### src/rtl/ulpi_pkg.sv
// Shared ULPI link types: command codes, link FSM states, queue entry layout.
// Latency: n/a (types and constants only).
// Backpressure: n/a.
package ulpi_pkg;

    typedef enum logic [1:0] {
        NOOP = 2'b00,
        TX   = 2'b01,
        REGW = 2'b10,
        REGR = 2'b11
    } cmd_code_e;

    typedef enum logic [2:0] {
        IDLE,
        TX_CMD,
        TX_DATA,
        TX_STP,
        RD_TURN,
        RD_DATA,
        RD_END
    } link_state_e;

    // Byte driven on the bus during the stop cycle
    localparam logic [7:0] STP_DATA = 8'h00;

    // One queued command: the command byte plus its write data
    typedef struct packed {
        logic [7:0] cmd;
        logic [7:0] wdata;
    } cmd_entry_t;

    // Only register write and register read reach the bus
    function automatic logic code_supported(input logic [1:0] code);
        return code[1];
    endfunction

endpackage

### src/rtl/ulpi_link_engine_if.sv
// ULPI bus bundle between link (master) and PHY (slave).
// Latency: none, plain wires.
// Backpressure: carried by ulpi_nxt / ulpi_dir from the PHY.
interface ulpi_link_engine_if;
    logic       ulpi_dir;
    logic       ulpi_nxt;
    logic [7:0] ulpi_data_in;
    logic [7:0] ulpi_data_out;
    logic       ulpi_data_oe;
    logic       ulpi_stp;

    modport master (
        input  ulpi_dir,
        input  ulpi_nxt,
        input  ulpi_data_in,
        output ulpi_data_out,
        output ulpi_data_oe,
        output ulpi_stp
    );

    modport slave (
        output ulpi_dir,
        output ulpi_nxt,
        output ulpi_data_in,
        input  ulpi_data_out,
        input  ulpi_data_oe,
        input  ulpi_stp
    );
endinterface

### src/rtl/ulpi_cmd_fifo.sv
// Command queue: power-of-2 depth circular buffer with full/empty flags.
// Latency: pushed entry is visible at the head one cycle after the push.
// Backpressure: push is dropped when full unless a pop happens in the same cycle.
module ulpi_cmd_fifo #(
    parameter int WIDTH = 16,
    parameter int DEPTH = 4
) (
    input  logic             clk,
    input  logic             reset,
    input  logic             push,
    input  logic [WIDTH-1:0] push_dat,
    input  logic             pop,
    output logic [WIDTH-1:0] pop_dat,
    output logic             full,
    output logic             empty
);
    localparam int AW = $clog2(DEPTH);

    logic [WIDTH-1:0] mem [DEPTH];
    logic [AW-1:0]    wr_ptr;
    logic [AW-1:0]    rd_ptr;
    logic [AW:0]      count;
    logic             push_ok;
    logic             pop_ok;

    // A pop frees a slot in the same cycle, so a full queue still takes a push then
    assign push_ok = push && (!full || pop);
    assign pop_ok  = pop && !empty;
    assign full    = (count == (AW+1)'(DEPTH));
    assign empty   = (count == '0);
    assign pop_dat = mem[rd_ptr];

    // Storage array, written at the tail
    always_ff @(posedge clk) begin
        if (push_ok) mem[wr_ptr] <= push_dat;
    end

    // Pointer and occupancy bookkeeping
    always_ff @(posedge clk) begin
        if (reset) begin
            wr_ptr <= '0;
            rd_ptr <= '0;
            count  <= '0;
        end else begin
            if (push_ok) wr_ptr <= wr_ptr + 1'b1;
            if (pop_ok)  rd_ptr <= rd_ptr + 1'b1;
            case ({push_ok, pop_ok})
                2'b10:   count <= count + 1'b1;
                2'b01:   count <= count - 1'b1;
                default: count <= count;
            endcase
        end
    end
endmodule

### src/rtl/ulpi_link_engine.sv
// ULPI link engine: queued register read/write commands out, RX data/RX CMD in.
// Latency: RX byte -> data 1 cycle; queued command reaches the bus 2 cycles after strobe.
// Backpressure: cmd_busy when queue full; bus transfers stall on ulpi_nxt, abort on ulpi_dir.
module ulpi_link_engine
    import ulpi_pkg::*;
#(
    parameter int CMD_DEPTH = 4,
    parameter int RXCMD_EVT = 1
) (
    input  logic                clk,
    input  logic                reset,
    ulpi_link_engine_if.master  ulpi,
    output logic [7:0]          data,
    output logic                data_valid,
    output logic [7:0]          rx_cmd,
    output logic                rx_cmd_evt,
    input  logic [7:0]          cmd,
    input  logic [7:0]          cmd_wdata,
    input  logic                cmd_strobe,
    output logic                cmd_busy,
    output logic                cmd_error,
    output logic [7:0]          reg_rdata,
    output logic                reg_rdata_valid
);
    link_state_e state;
    link_state_e state_nxt;
    cmd_entry_t  head;
    cmd_entry_t  cur;
    logic [15:0] head_raw;
    logic        dir_q;
    logic        turnaround;
    logic        fifo_full;
    logic        fifo_empty;
    logic        fifo_pop;
    logic        take_cmd;
    logic        drop_cmd;
    logic        rx_byte;
    logic        rx_load;
    logic        oe_c;
    logic        stp_c;
    logic [7:0]  dout_c;

    assign turnaround = (ulpi.ulpi_dir != dir_q);
    assign head       = cmd_entry_t'(head_raw);
    assign cmd_busy   = fifo_full;
    assign rx_byte    = !turnaround && ulpi.ulpi_dir && ulpi.ulpi_nxt;
    assign rx_load    = !turnaround && ulpi.ulpi_dir && !ulpi.ulpi_nxt && (state != RD_DATA);

    ulpi_cmd_fifo #(
        .WIDTH (16),
        .DEPTH (CMD_DEPTH)
    ) u_fifo (
        .clk      (clk),
        .reset    (reset),
        .push     (cmd_strobe),
        .push_dat ({cmd, cmd_wdata}),
        .pop      (fifo_pop),
        .pop_dat  (head_raw),
        .full     (fifo_full),
        .empty    (fifo_empty)
    );

    // State register plus the registered bus direction used for turnaround detection
    always_ff @(posedge clk) begin
        if (reset) begin
            state <= IDLE;
            dir_q <= 1'b0;
        end else begin
            state <= state_nxt;
            dir_q <= ulpi.ulpi_dir;
        end
    end

    // Next state; the PHY taking the bus before accepting the command parks us in TX_CMD to reissue
    always_comb begin
        state_nxt = state;
        fifo_pop  = 1'b0;
        take_cmd  = 1'b0;
        drop_cmd  = 1'b0;
        case (state)
            IDLE: begin
                if (!fifo_empty && !ulpi.ulpi_dir) begin
                    fifo_pop = 1'b1;
                    if (code_supported(head.cmd[7:6])) begin
                        take_cmd  = 1'b1;
                        state_nxt = TX_CMD;
                    end else begin
                        drop_cmd = 1'b1;
                    end
                end
            end
            TX_CMD: begin
                if (!turnaround && !ulpi.ulpi_dir && ulpi.ulpi_nxt)
                    state_nxt = (cmd_code_e'(cur.cmd[7:6]) == REGW) ? TX_DATA : RD_TURN;
            end
            TX_DATA: begin
                if (ulpi.ulpi_dir)
                    state_nxt = TX_CMD;
                else if (!turnaround && ulpi.ulpi_nxt)
                    state_nxt = TX_STP;
            end
            TX_STP:  state_nxt = IDLE;
            RD_TURN: if (ulpi.ulpi_dir) state_nxt = RD_DATA;
            RD_DATA: state_nxt = RD_END;
            RD_END:  if (!ulpi.ulpi_dir) state_nxt = IDLE;
            default: state_nxt = IDLE;
        endcase
    end

    // Bus outputs; the link never drives during a turnaround or while the PHY owns the bus
    always_comb begin
        oe_c   = 1'b0;
        stp_c  = 1'b0;
        dout_c = 8'h00;
        case (state)
            TX_CMD:  dout_c = cur.cmd;
            TX_DATA: dout_c = cur.wdata;
            TX_STP: begin
                dout_c = STP_DATA;
                stp_c  = 1'b1;
            end
            default: dout_c = 8'h00;
        endcase
        if (!ulpi.ulpi_dir && !turnaround &&
            (state == TX_CMD || state == TX_DATA || state == TX_STP))
            oe_c = 1'b1;
    end

    assign ulpi.ulpi_data_out = dout_c;
    assign ulpi.ulpi_data_oe  = oe_c;
    assign ulpi.ulpi_stp      = stp_c;

    // Head entry is held here for the whole transfer, including reissue after an abort
    always_ff @(posedge clk) begin
        if (reset)         cur <= '0;
        else if (take_cmd) cur <= head;
    end

    // Receive path: packet bytes and RX CMD bytes
    always_ff @(posedge clk) begin
        if (reset) begin
            data       <= 8'h00;
            data_valid <= 1'b0;
            rx_cmd     <= 8'h00;
            rx_cmd_evt <= 1'b0;
        end else begin
            data_valid <= rx_byte;
            if (rx_byte) data <= ulpi.ulpi_data_in;
            rx_cmd_evt <= (RXCMD_EVT != 0) && rx_load && (ulpi.ulpi_data_in != rx_cmd);
            if (rx_load) rx_cmd <= ulpi.ulpi_data_in;
        end
    end

    // Command completion pulses: register read result and dropped-command error
    always_ff @(posedge clk) begin
        if (reset) begin
            reg_rdata       <= 8'h00;
            reg_rdata_valid <= 1'b0;
            cmd_error       <= 1'b0;
        end else begin
            reg_rdata_valid <= (state == RD_DATA);
            if (state == RD_DATA) reg_rdata <= ulpi.ulpi_data_in;
            cmd_error <= drop_cmd;
        end
    end
endmodule
### src/flat_wrapper.sv
// flat-port wrapper written by rule: the top's interface ports become plain ports
module ulpi_link_engine_flat import ulpi_pkg::*;
#(
    parameter int CMD_DEPTH = 4,
    parameter int RXCMD_EVT = 1
)
  (clk, reset, data, data_valid, rx_cmd, rx_cmd_evt, cmd, cmd_wdata, cmd_strobe, cmd_busy, cmd_error, reg_rdata, reg_rdata_valid, ulpi_ulpi_dir, ulpi_ulpi_nxt, ulpi_ulpi_data_in, ulpi_ulpi_data_out, ulpi_ulpi_data_oe, ulpi_ulpi_stp);
  ulpi_link_engine_if ulpi_i ();
  input  logic clk;
  input  logic reset;
  output logic [7:0] data;
  output logic data_valid;
  output logic [7:0] rx_cmd;
  output logic rx_cmd_evt;
  input  logic [7:0] cmd;
  input  logic [7:0] cmd_wdata;
  input  logic cmd_strobe;
  output logic cmd_busy;
  output logic cmd_error;
  output logic [7:0] reg_rdata;
  output logic reg_rdata_valid;
  input wire logic [$bits(ulpi_i.ulpi_dir)-1:0] ulpi_ulpi_dir;
  input wire logic [$bits(ulpi_i.ulpi_nxt)-1:0] ulpi_ulpi_nxt;
  input wire logic [$bits(ulpi_i.ulpi_data_in)-1:0] ulpi_ulpi_data_in;
  output wire logic [$bits(ulpi_i.ulpi_data_out)-1:0] ulpi_ulpi_data_out;
  output wire logic [$bits(ulpi_i.ulpi_data_oe)-1:0] ulpi_ulpi_data_oe;
  output wire logic [$bits(ulpi_i.ulpi_stp)-1:0] ulpi_ulpi_stp;
  assign ulpi_i.ulpi_dir = ulpi_ulpi_dir;
  assign ulpi_i.ulpi_nxt = ulpi_ulpi_nxt;
  assign ulpi_i.ulpi_data_in = ulpi_ulpi_data_in;
  assign ulpi_ulpi_data_out = ulpi_i.ulpi_data_out;
  assign ulpi_ulpi_data_oe = ulpi_i.ulpi_data_oe;
  assign ulpi_ulpi_stp = ulpi_i.ulpi_stp;
  ulpi_link_engine #(.CMD_DEPTH(CMD_DEPTH), .RXCMD_EVT(RXCMD_EVT)) u_core (.clk(clk), .reset(reset), .ulpi(ulpi_i), .data(data), .data_valid(data_valid), .rx_cmd(rx_cmd), .rx_cmd_evt(rx_cmd_evt), .cmd(cmd), .cmd_wdata(cmd_wdata), .cmd_strobe(cmd_strobe), .cmd_busy(cmd_busy), .cmd_error(cmd_error), .reg_rdata(reg_rdata), .reg_rdata_valid(reg_rdata_valid));
endmodule
### config.mk
export PLATFORM = sky130hd
export DESIGN_NAME = ulpi_link_engine_flat
export DESIGN_NICKNAME = d
export VERILOG_FILES = /design/src/rtl/ulpi_pkg.sv /design/src/rtl/ulpi_link_engine_if.sv /design/src/rtl/ulpi_cmd_fifo.sv /design/src/rtl/ulpi_link_engine.sv /design/src/flat_wrapper.sv
export SDC_FILE = /design/constraint.sdc
export NUM_CORES = 1
export LEC_CHECK = 0
export ABC_AREA = 1
export BUFFER_PORTS_ARGS = -buffer_cell sky130_fd_sc_hd__buf_2
export CAP_MARGIN = 10
export CORE_MARGIN = 4
export CORE_UTILIZATION = 35
export CTS_CLUSTER_DIAMETER = 100
export DETAILED_ROUTE_END_ITERATION = 10
export PLACE_DENSITY = 0.64
export SLEW_MARGIN = 20
export SYNTH_ARGS = -nofsm -noshare
export SYNTH_HDL_FRONTEND = slang
export SYNTH_SLANG_ARGS = --single-unit
export TNS_END_PERCENT = 50
### constraint.sdc
create_clock -name clk -period 2.6 [get_ports clk]
set_input_delay 0.13 -clock clk [delete_from_list [all_inputs] [get_ports clk]]
set_output_delay 0.13 -clock clk [all_outputs]
set_load 0.02 [all_outputs]
* Yosys cells after proc, flatten, opt, wreduce, memory -nomap -nowiden
Memories as Yosys holds them, arrays and structs flattened. A register that Yosys moved wholly into a read port is not among the register bits. Index checks and enable logic that the tools add are counted.
Storage, ports and cells: flip-flop bits (word level) 55, memory bits (writable) 64, bits of input ports 29, logic and storage cells 88, memories kept 1
Memory list:
- u_core.u_fifo.mem | depth 4, bits a word 16, rd ports 1, clocked after Yosys merged registers in 1, write ports 1, line ulpi_cmd_fifo.sv:19 | logic [WIDTH-1:0] mem [DEPTH];
Cells by class: add/sub/neg operators 4, eq/ne operators 19, mux-type cells 23, bitwise operators 2, reduce and logical (&&, ||, !) cells 25
Operators by type and width (number):
- 2-to-1 mux 3 bit | 8
- case mux 3 bit (6 select lines) | 1
- case mux 8 bit (2 select lines) | 1
- equality test 3 bit, second input constant | 4
- logical AND 1 bit | 12
- 2-to-1 mux 1 bit | 10
- != test 8 bit | 1
- equality test 3 x 2 -> 1 bit, second input constant | 2
- zero test 3 bit | 2
- != test 2 x 1 -> 1 bit, second input constant | 3
- case mux 3 bit (2 select lines) | 1
- AND reduction 6 bit | 1
- zero test 1 bit | 5
- adder 2 x 1 -> 2 bit, second input constant | 2
- equality test 2 bit, second input constant | 2
- 2-to-1 mux 2 bit | 2
- != test 2 bit, second input constant | 2
- adder 3 x 1 -> 3 bit, second input constant | 1
- equality test 3 x 1 -> 1 bit, second input constant | 1
- logical OR 1 bit | 3
- != test 3 x 2 -> 1 bit, second input constant | 1
- != test 3 bit, second input constant | 1
- OR reduction 3 bit | 1
- subtractor 3 x 1 -> 3 bit, second input constant | 1
- other kinds (4) | 5

* Logic depth before layout (Yosys ltp)
Gate-level depths: netlist (run 1).
word-level depth 9, gate-level depth with buffers 14, mapped depth without buffers 14

* Modules after synthesis
From an unflattened synthesis (run 1), not the netlist that was laid out.
Second synthesis, totals: cells, all modules 498, area, all modules 4883.4 µm²
Modules (own cells, without submodules):
- ulpi_cmd_fifo | times used 1, cells each 228, area each 2866.5 µm²
- ulpi_link_engine | times used 1, cells each 270, area each 2016.9 µm²

* Worst setup path before layout (run 1)
OpenSTA, ideal clock, no wires.
kind flip-flop to flip-flop, start reg u_core.u_fifo.count[2], end reg u_core.u_fifo.count[2], library setup time 122 ps, arrival time 2160 ps, setup slack 318 ps, stages on the path, launching flop included 12, path buffers 0, period minus slack after synthesis 2282 ps, cell sequence dfxtp_1 > inv_1 > nor3_1 > nand2_2 > nand2_2 > ha_1 > inv_1 > fa_1 > a21oi_1 > o21ai_0 > o21ai_0 > a21oi_1
On the way: elaborated cells on any way between the ends 16
RTL lines:
- from (decl) | line ulpi_cmd_fifo.sv:22 | logic [AW:0] count;
- from (signal assigned) | line ulpi_cmd_fifo.sv:48 | 2'b10: count <= count + 1'b1;
- from (signal assigned) | line ulpi_cmd_fifo.sv:49 | 2'b01: count <= count - 1'b1;
- from (signal assigned) | line ulpi_cmd_fifo.sv:50 | default: count <= count;
- equality test 3 bit (*) | line ulpi_cmd_fifo.sv:29 | assign full = (count == (AW+1)'(DEPTH));
- net cmd_busy | line flat_wrapper.sv:18 | output logic cmd_busy;
- zero test 1 bit (*) | line ulpi_cmd_fifo.sv:27 | assign push_ok = push && (!full || pop);
- logical OR 1 bit (*) | line ulpi_cmd_fifo.sv:27
- logical AND 1 bit (*) | line ulpi_cmd_fifo.sv:27
- equality test 2 x 1 -> 1 bit / equality test 2 bit (equally long branches) | line ulpi_cmd_fifo.sv:47 | case ({push_ok, pop_ok})
- case mux 3 bit (2 select lines) / nonzero test 2 bit (equally long branches)
Mark *: on every way through the listed nets, which the timed path passes. The rest lies on a longest branch. A chain may end at the register's enable or synchronous reset.

* Final worst setup path (run 1)
start reg u_core.state[0], end reg u_core.u_fifo.count[2]
On the way: elaborated cells on any way between the ends 9
RTL lines:
- from (decl) | line ulpi_link_engine.sv:25 | link_state_e state;
- from (signal assigned) | line ulpi_link_engine.sv:69 | state <= state_nxt;
- zero test 3 bit (*) | line ulpi_link_engine.sv:80 | case (state)
- 2-to-1 mux 1 bit (*) | line ulpi_link_engine.sv:80
- logical AND 1 bit (*) | line ulpi_cmd_fifo.sv:28 | assign pop_ok = pop && !empty;
- net u_core.u_fifo.pop_ok | line ulpi_cmd_fifo.sv:24 | logic pop_ok;
- equality test 2 x 1 -> 1 bit / equality test 2 bit (equally long branches) | line ulpi_cmd_fifo.sv:47
- case mux 3 bit (2 select lines) / nonzero test 2 bit (equally long branches)
Marked as above.

==> run_results.csv, run 1 <==
group,metric,value,unit
placed_design,place_ws,0.388,ns
global_route,met1_usage,17.7,%
yosys,synth.yosys.seq_area_share,62.6,%
clocking,clockBufferDepth,2,
critical_path,worstPathRequired,2.89,ns
yosys,yosys_register_bits,121,
placed_design,gp_congestion,0.806,
yosys,ys_types,26,
timing,relSlewSlack,60.5,%
timing,fin_crit_sh,85.4,%
pwr,p_per_area,914,nW/um^2
layout,layout-drive-gt1-share,18.9,%
timing,finalHoldWorstSlack,0.0392,ns
layout,nets,634,
clocking,path_clk_slew,0.05,ns
route,vias,3759,
global_route,grt_util_met2,22.7,%
global_route,grt_util_all_layers,14.0,%
yosys,syn_inst,506,
global_route,grt_most_used_layer,"met2",
global_route,grt_pass1_wl,17800,um
timing,fin_skew,0.00957,ns
floorplanning,coreArea,13500,sq um
placed_design,dp_hpwl,6910,um
layout,antenna_cells,0,
timing,worstMarginPinSlew,0.592,ns
flow_run,maxCapViolCount,0,
clocking,clk_latency,0.41,ns
route,first_pass_iters,5,
route,drtAntennaViolNets,0,
clocking,cts.repair.resized,0,
timing,finalCriticalPeriod,2.22,ns
floorplanning,die_y,126,um
critical_path,crit_type,"reg2reg",
timing,fin_ws,0.380,ns
route,drc_errors,0,
clocking,cts_tree,"yes",
route,wirelength,10600,um
critical_path,end_kind,"register",
global_route,antenna_found_initial,0,
yosys,syn_area,4890,sq um
global_route,grt_max_degree,37,
clocking,htreeDepth,4,
outcome,outcome,"completed",
route,viasPerCell,4.78,
layout,mostFrequentLayoutCell,"nor2_1",
floorplanning,die_x,126,um
layout,most-common-layout-cells,"nor2_1 (128), buf_2 (67), edfxtp_1 (64), nand2_1 (58), dfxtp_1 (57)",
yosys,synth_nets,543,
pwr,ir_drop,0.000585,V
clocking,cts_num_sinks,121,
yosys,yosysWarnings,0,
floorplanning,initial_core_util,36.3,%
placed_design,port_buffers,67,
global_route,grt_pass1_vias,3611,
timing,rsz0062_at_grt,"false",
layout,area_growth,24.7,%
critical_path,crit_path_start_kind,"register",
timing,finalSetupTns,0,ns
timing,max_freq,0.450,GHz
critical_path,critPathArrivalTime,2.51,ns
critical_path,cp_max_fo,8,
timing,maxSlewViolCount,0,
yosys,syn_avg_cell_area,9.66,sq um
floorplanning,rows,42,
global_route,overflow,0,
route,drt_iter0_drc,335,
clocking,cts_root_buf,"clkbuf_16",
global_route,use_met3,3.90,%
route,avgRoutedWirePerCell,13.4,um
timing,hold_violations,0,
timing,setup_viol,0,
hold_path,hold_path.class,"in2reg",
pwr,power,5.57,mW
clocking,cts_made_buffers,17,
floorplanning,ioPinCount,68,
pwr,leakagePower,2.46,nW
floorplanning,die-area,15900,sq um
-- worst max-delay path, stage by stage, from the launching register on --
cell and delay (ns):
dfxtp_1 0.51, nor2_2 0.09, nand2_1 0.10, nor2_2 0.07, inv_1 0.08, nand2_2 0.07, nand2_2 0.14, ha_1 0.16
inv_1 0.06, fa_1 0.38, a21oi_1 0.15, o21ai_0 0.11, o21ai_0 0.15, a21oi_1 0.06
-- metal layers --
| metal | routed length (um) | part of all wire, % | vias up |
|---|---|---|---|
| met3 | 628 | 5.9 | 18 |
| met5 | 0 | 0 | - |
| met2 | 5080 | 48 | 125 |
| met4 | 216 | 2.0 | 0 |
| li1 | - | - | 1878 |
| met1 | 4640 | 44 | 1738 |
-- layout make-up --
| class | count | area (sq um) |
|---|---|---|
| well taps | 176 | 220 |
| clock buffers | 17 | 425 |
| clock inverters | 15 | 101 |
| multi-input cells | 316 | 1540 |
| fillers | 1253 | 7350 |
| inverters | 49 | 184 |
| flip-flops and latches | 121 | 3060 |
| repair buffers | 92 | 563 |
-- per-stage QoR --
stage,util [%],cell area [sq um],cells
after floorplan,-,4890,506
after global placement,40.2,5410,738
after detailed placement,40.2,5410,738
after CTS,45.3,6100,786
after global routing,45.3,6100,786
final,45.3,6100,786
-- Yosys cell counts --
master / instances / area share [%]
buf_6: 2 / 0.46
buf_2: 6 / 0.61
ha_1: 7 / 1.8
fa_1: 1 / 0.41
nand3_2: 3 / 0.61
edfxtp_1: 64 / 39
nor2_1: 128 / 9.8
inv_1: 46 / 3.5
nand2_2: 2 / 0.26
o32ai_1: 15 / 2.7
nand3b_1: 1 / 0.15
nor2_2: 3 / 0.38
o21ai_0: 43 / 4.4
buf_4: 1 / 0.15
nand3_1: 9 / 0.92
nor3_1: 5 / 0.51
nand2_1: 58 / 4.5
nand4_1: 3 / 0.38
clkbuf_1: 11 / 0.84
xnor2_1: 8 / 1.4
a21oi_1: 21 / 2.1
clkinv_1: 1 / 0.077
dfxtp_1: 57 / 23
inv_2: 2 / 0.15
and2_1: 1 / 0.13
o22ai_1: 8 / 1.0
-- cell families after synthesis --
| group | count (synthesis) | synth area share [%] |
|---|---|---|
| compound gates | 87 | 10.3 |
| xor+xnor | 8 | 1.43 |
| fa+ha+maj | 8 | 2.20 |
| buf+inv | 69 | 5.83 |
| flops | 121 | 62.6 |
| simple gates | 213 | 17.6 |
-- repair_timing --
item                                   in CTS  in global routing
setup buffers                               0                  0
hold buffers                               16                  0
endpoints found under the hold margin      64                  0
-- state kept, by name (all words and copies together) (netlist names), named ones only --
register / count
u_core.data_valid: 1
u_core.u_fifo.mem: 64
u_core.u_fifo.rd_ptr: 2
u_core.rx_cmd_evt: 1
u_core.state: 3
u_core.dir_q: 1
u_core.cur: 16
u_core.rx_cmd: 8
u_core.cmd_error: 1
u_core.data: 8
u_core.reg_rdata: 8
u_core.reg_rdata_valid: 1
u_core.u_fifo.count: 3
u_core.u_fifo.wr_ptr: 2
-- final timing paths --
| path | start | end | slack (ns) | depth (start not counted) |
|---|---|---|---|---|
| max | u_core.state[0] | u_core.u_fifo.count[2] | 0.38 | 13 |
| min | ulpi_ulpi_data_in[3] | u_core.data[3] | 0.04 | 3 |
| max reg2reg | u_core.state[0] | u_core.u_fifo.count[2] | 0.38 | 13 |
| min reg2reg | u_core.reg_rdata[0] | u_core.reg_rdata[0] | 0.44 | 2 |
-- where the power goes --
group          internal (mW)  switching (mW)  total [mW]
clock                   1.21           0.825        2.03
sequential              2.22           0.109        2.33
combinational          0.406           0.800        1.21
(Power assumes the default switching activity.)
==> run 2, diff against run 1 <==
- BUFFER_PORTS_ARGS: -buffer_cell sky130_fd_sc_hd__buf_2 -> default
- DONT_BUFFER_PORTS: default -> 1
- PLACE_DENSITY: 0.64 -> 0.6
==> run_results.csv, run 2 (synthesized netlist as in run 1, its figures left out) <==
group,metric,value,unit
floorplanning,initial_core_util,36.3,%
route,drtAntennaViolNets,0,
global_route,grt_util_all_layers,13.6,%
pwr,p_per_area,968,nW/um^2
timing,finalSetupTns,0,ns
route,wirelength,10200,um
timing,hold_violations,0,
clocking,cts_root_buf,"clkbuf_16",
pwr,switchingPower,1.73,mW
layout,reg_top3,"u_core.u_fifo.mem: 64 flops, u_core.cur: 16 flops",
layout,largest_reg_flops,64,
timing,max_freq,0.445,GHz
critical_path,r2r_setup_slack,0.35,ns
pwr,power_frac_seq,41.3,%
critical_path,critPathArrivalTime,2.54,ns
pwr,pwr-share-clk,39.2,%
floorplanning,die-area,15900,sq um
clocking,htreeDepth,4,
clocking,cts_made_buffers,17,
layout,most-common-layout-cells,"nor2_1 (128), edfxtp_1 (64), nand2_1 (58), dfxtp_1 (57), inv_1 (46)",
critical_path,reg2reg_from,"u_core.state[0]",
critical_path,crit_type,"reg2reg",
route,vias,3473,
layout,layout-drive-gt1-share,8.29,%
route,drt_iter0_drc,293,
clocking,ctsHoldBuffers,28,
timing,finalCriticalPeriod,2.25,ns
critical_path,reg2reg_depth,13,
placed_design,placed_cell_area,5080,sq um
clocking,clk_latency,0.41,ns
route,viasPerCell,4.75,
clocking,path_clk_slew,0.06,ns
hold_path,hold_path.class,"in2reg",
floorplanning,ioPinCount,68,
critical_path,r2r_end,"u_core.u_fifo.count[2]",
placed_design,port_buffers,0,
pwr,ir_drop,0.000660,V
floorplanning,die_x,126,um
route,drc_errors,0,
critical_path,crit_path_start_kind,"register",
timing,maxSlewViolCount,0,
pwr,switching_share,30.2,%
global_route,grt_pass1_vias,3334,
timing,setup_viol,0,
global_route,antenna_found_initial,0,
route,first_pass_iters,4,
timing,fin_crit_sh,86.5,%
global_route,overflow,0,
placed_design,gp_congestion,0.783,
pwr,combPwrFrac,19.6,%
timing,worstMarginPinSlew,0.691,ns
layout,mostFrequentLayoutCell,"nor2_1",
layout,top_register,"u_core.u_fifo.mem",
clocking,cts_setup_buffers,0,
critical_path,worstPathRequired,2.89,ns
critical_path,worstSetupStartpoint,"u_core.state[0]",
pwr,cell_internal_pwr,4.01,mW
clocking,cts.repair.resized,0,
timing,fin_skew,0.00982,ns
layout,postLayoutCellArea,5930,sq um
floorplanning,die_y,126,um
layout,antenna_cells,0,
clocking,clockBufferDepth,2,
critical_path,crit_end,"u_core.u_fifo.count[2]",
floorplanning,coreArea,13500,sq um
layout,nets,579,
timing,relSlewSlack,53.6,%
pwr,leakagePower,2.21,nW
placed_design,dp_hpwl,6580,um
clocking,cts_tree,"yes",
clocking,cts_num_sinks,121,
outcome,outcome,"completed",
route,avgRoutedWirePerCell,14.0,um
timing,rsz0062_at_grt,"false",
critical_path,end_kind,"register",
global_route,grt_pass1_wl,17000,um
floorplanning,rows,42,
layout,area_growth,21.2,%
flow_run,maxCapViolCount,0,
critical_path,cp_max_fo,8,
global_route,grt_max_degree,32,
-- run 2: final cells by class --
cell class	instances	area (sq um)
Clock buffer	17	425
Clock inverter	15	146
Fill cell	1289	7520
Inverter	49	184
Multi-Input combinational cell	316	1540
Sequential cell	121	3060
Tap cell	176	220
Timing Repair Buffer	37	348
-- run 2: worst max-delay path: stages, from the launching register on --
cell and delay (ns):
dfxtp_1 0.50, nor2_2 0.08, nand2_1 0.11, nor2_2 0.07, inv_1 0.08, nand2_2 0.07, nand2_2 0.14, ha_1 0.16
inv_1 0.06, fa_1 0.38, a21oi_1 0.15, o21ai_0 0.12, o21ai_0 0.15, a21oi_1 0.05
-- run 2: worst min-delay path by stage --
stage                                     from                      end  slack [ns]  depth (start not counted)
final                     ulpi_ulpi_data_in[4]        u_core.rx_cmd_evt        0.03                          4
after global routing             ulpi_ulpi_nxt        u_core.data_valid         0.1                          2
after CTS                 ulpi_ulpi_data_in[4]        u_core.rx_cmd_evt        0.02                          4
after detailed placement                 reset           u_core.cur[15]        0.20                          1
after global placement                   reset           u_core.cur[15]        0.20                          1
after floorplan                   cmd_wdata[0]  u_core.u_fifo.mem[0][0]        0.23                          0
-- run 2: routing by layer --
layer	part of all wire (%)	vias to the layer above	global-route usage, %
met5	0	-	0
li1	-	1764	-
met4	2.2	0	6.06
met3	7.2	23	5.25
met2	45	107	20.7
met1	46	1579	17.2
-- run 2: power groups by stage --
stage | Clock [mW] | Combinational [mW] | Sequential (mW)
floorplan | 0 | 0.879 | 2.36
global placement | 0 | 1.05 | 2.40
detailed placement | 0 | 1.07 | 2.41
CTS | 2.30 | 1.13 | 2.37
global route | 2.39 | 1.29 | 2.39
finish | 2.25 | 1.12 | 2.37
-- run 2: stage by stage --
stage	total power [mW]	util, %	setup slack (ns)	std cells	hold WS, ns
floorplan	3.24	-	0.318	506	0.229
global placement	3.45	37.7	0.441	671	0.203
detailed placement	3.48	37.7	0.362	671	0.205
CTS	5.79	44.1	0.359	731	0.0249
global route	6.07	44.1	0.169	731	0.0975
finish	5.74	44.1	0.351	731	0.0311
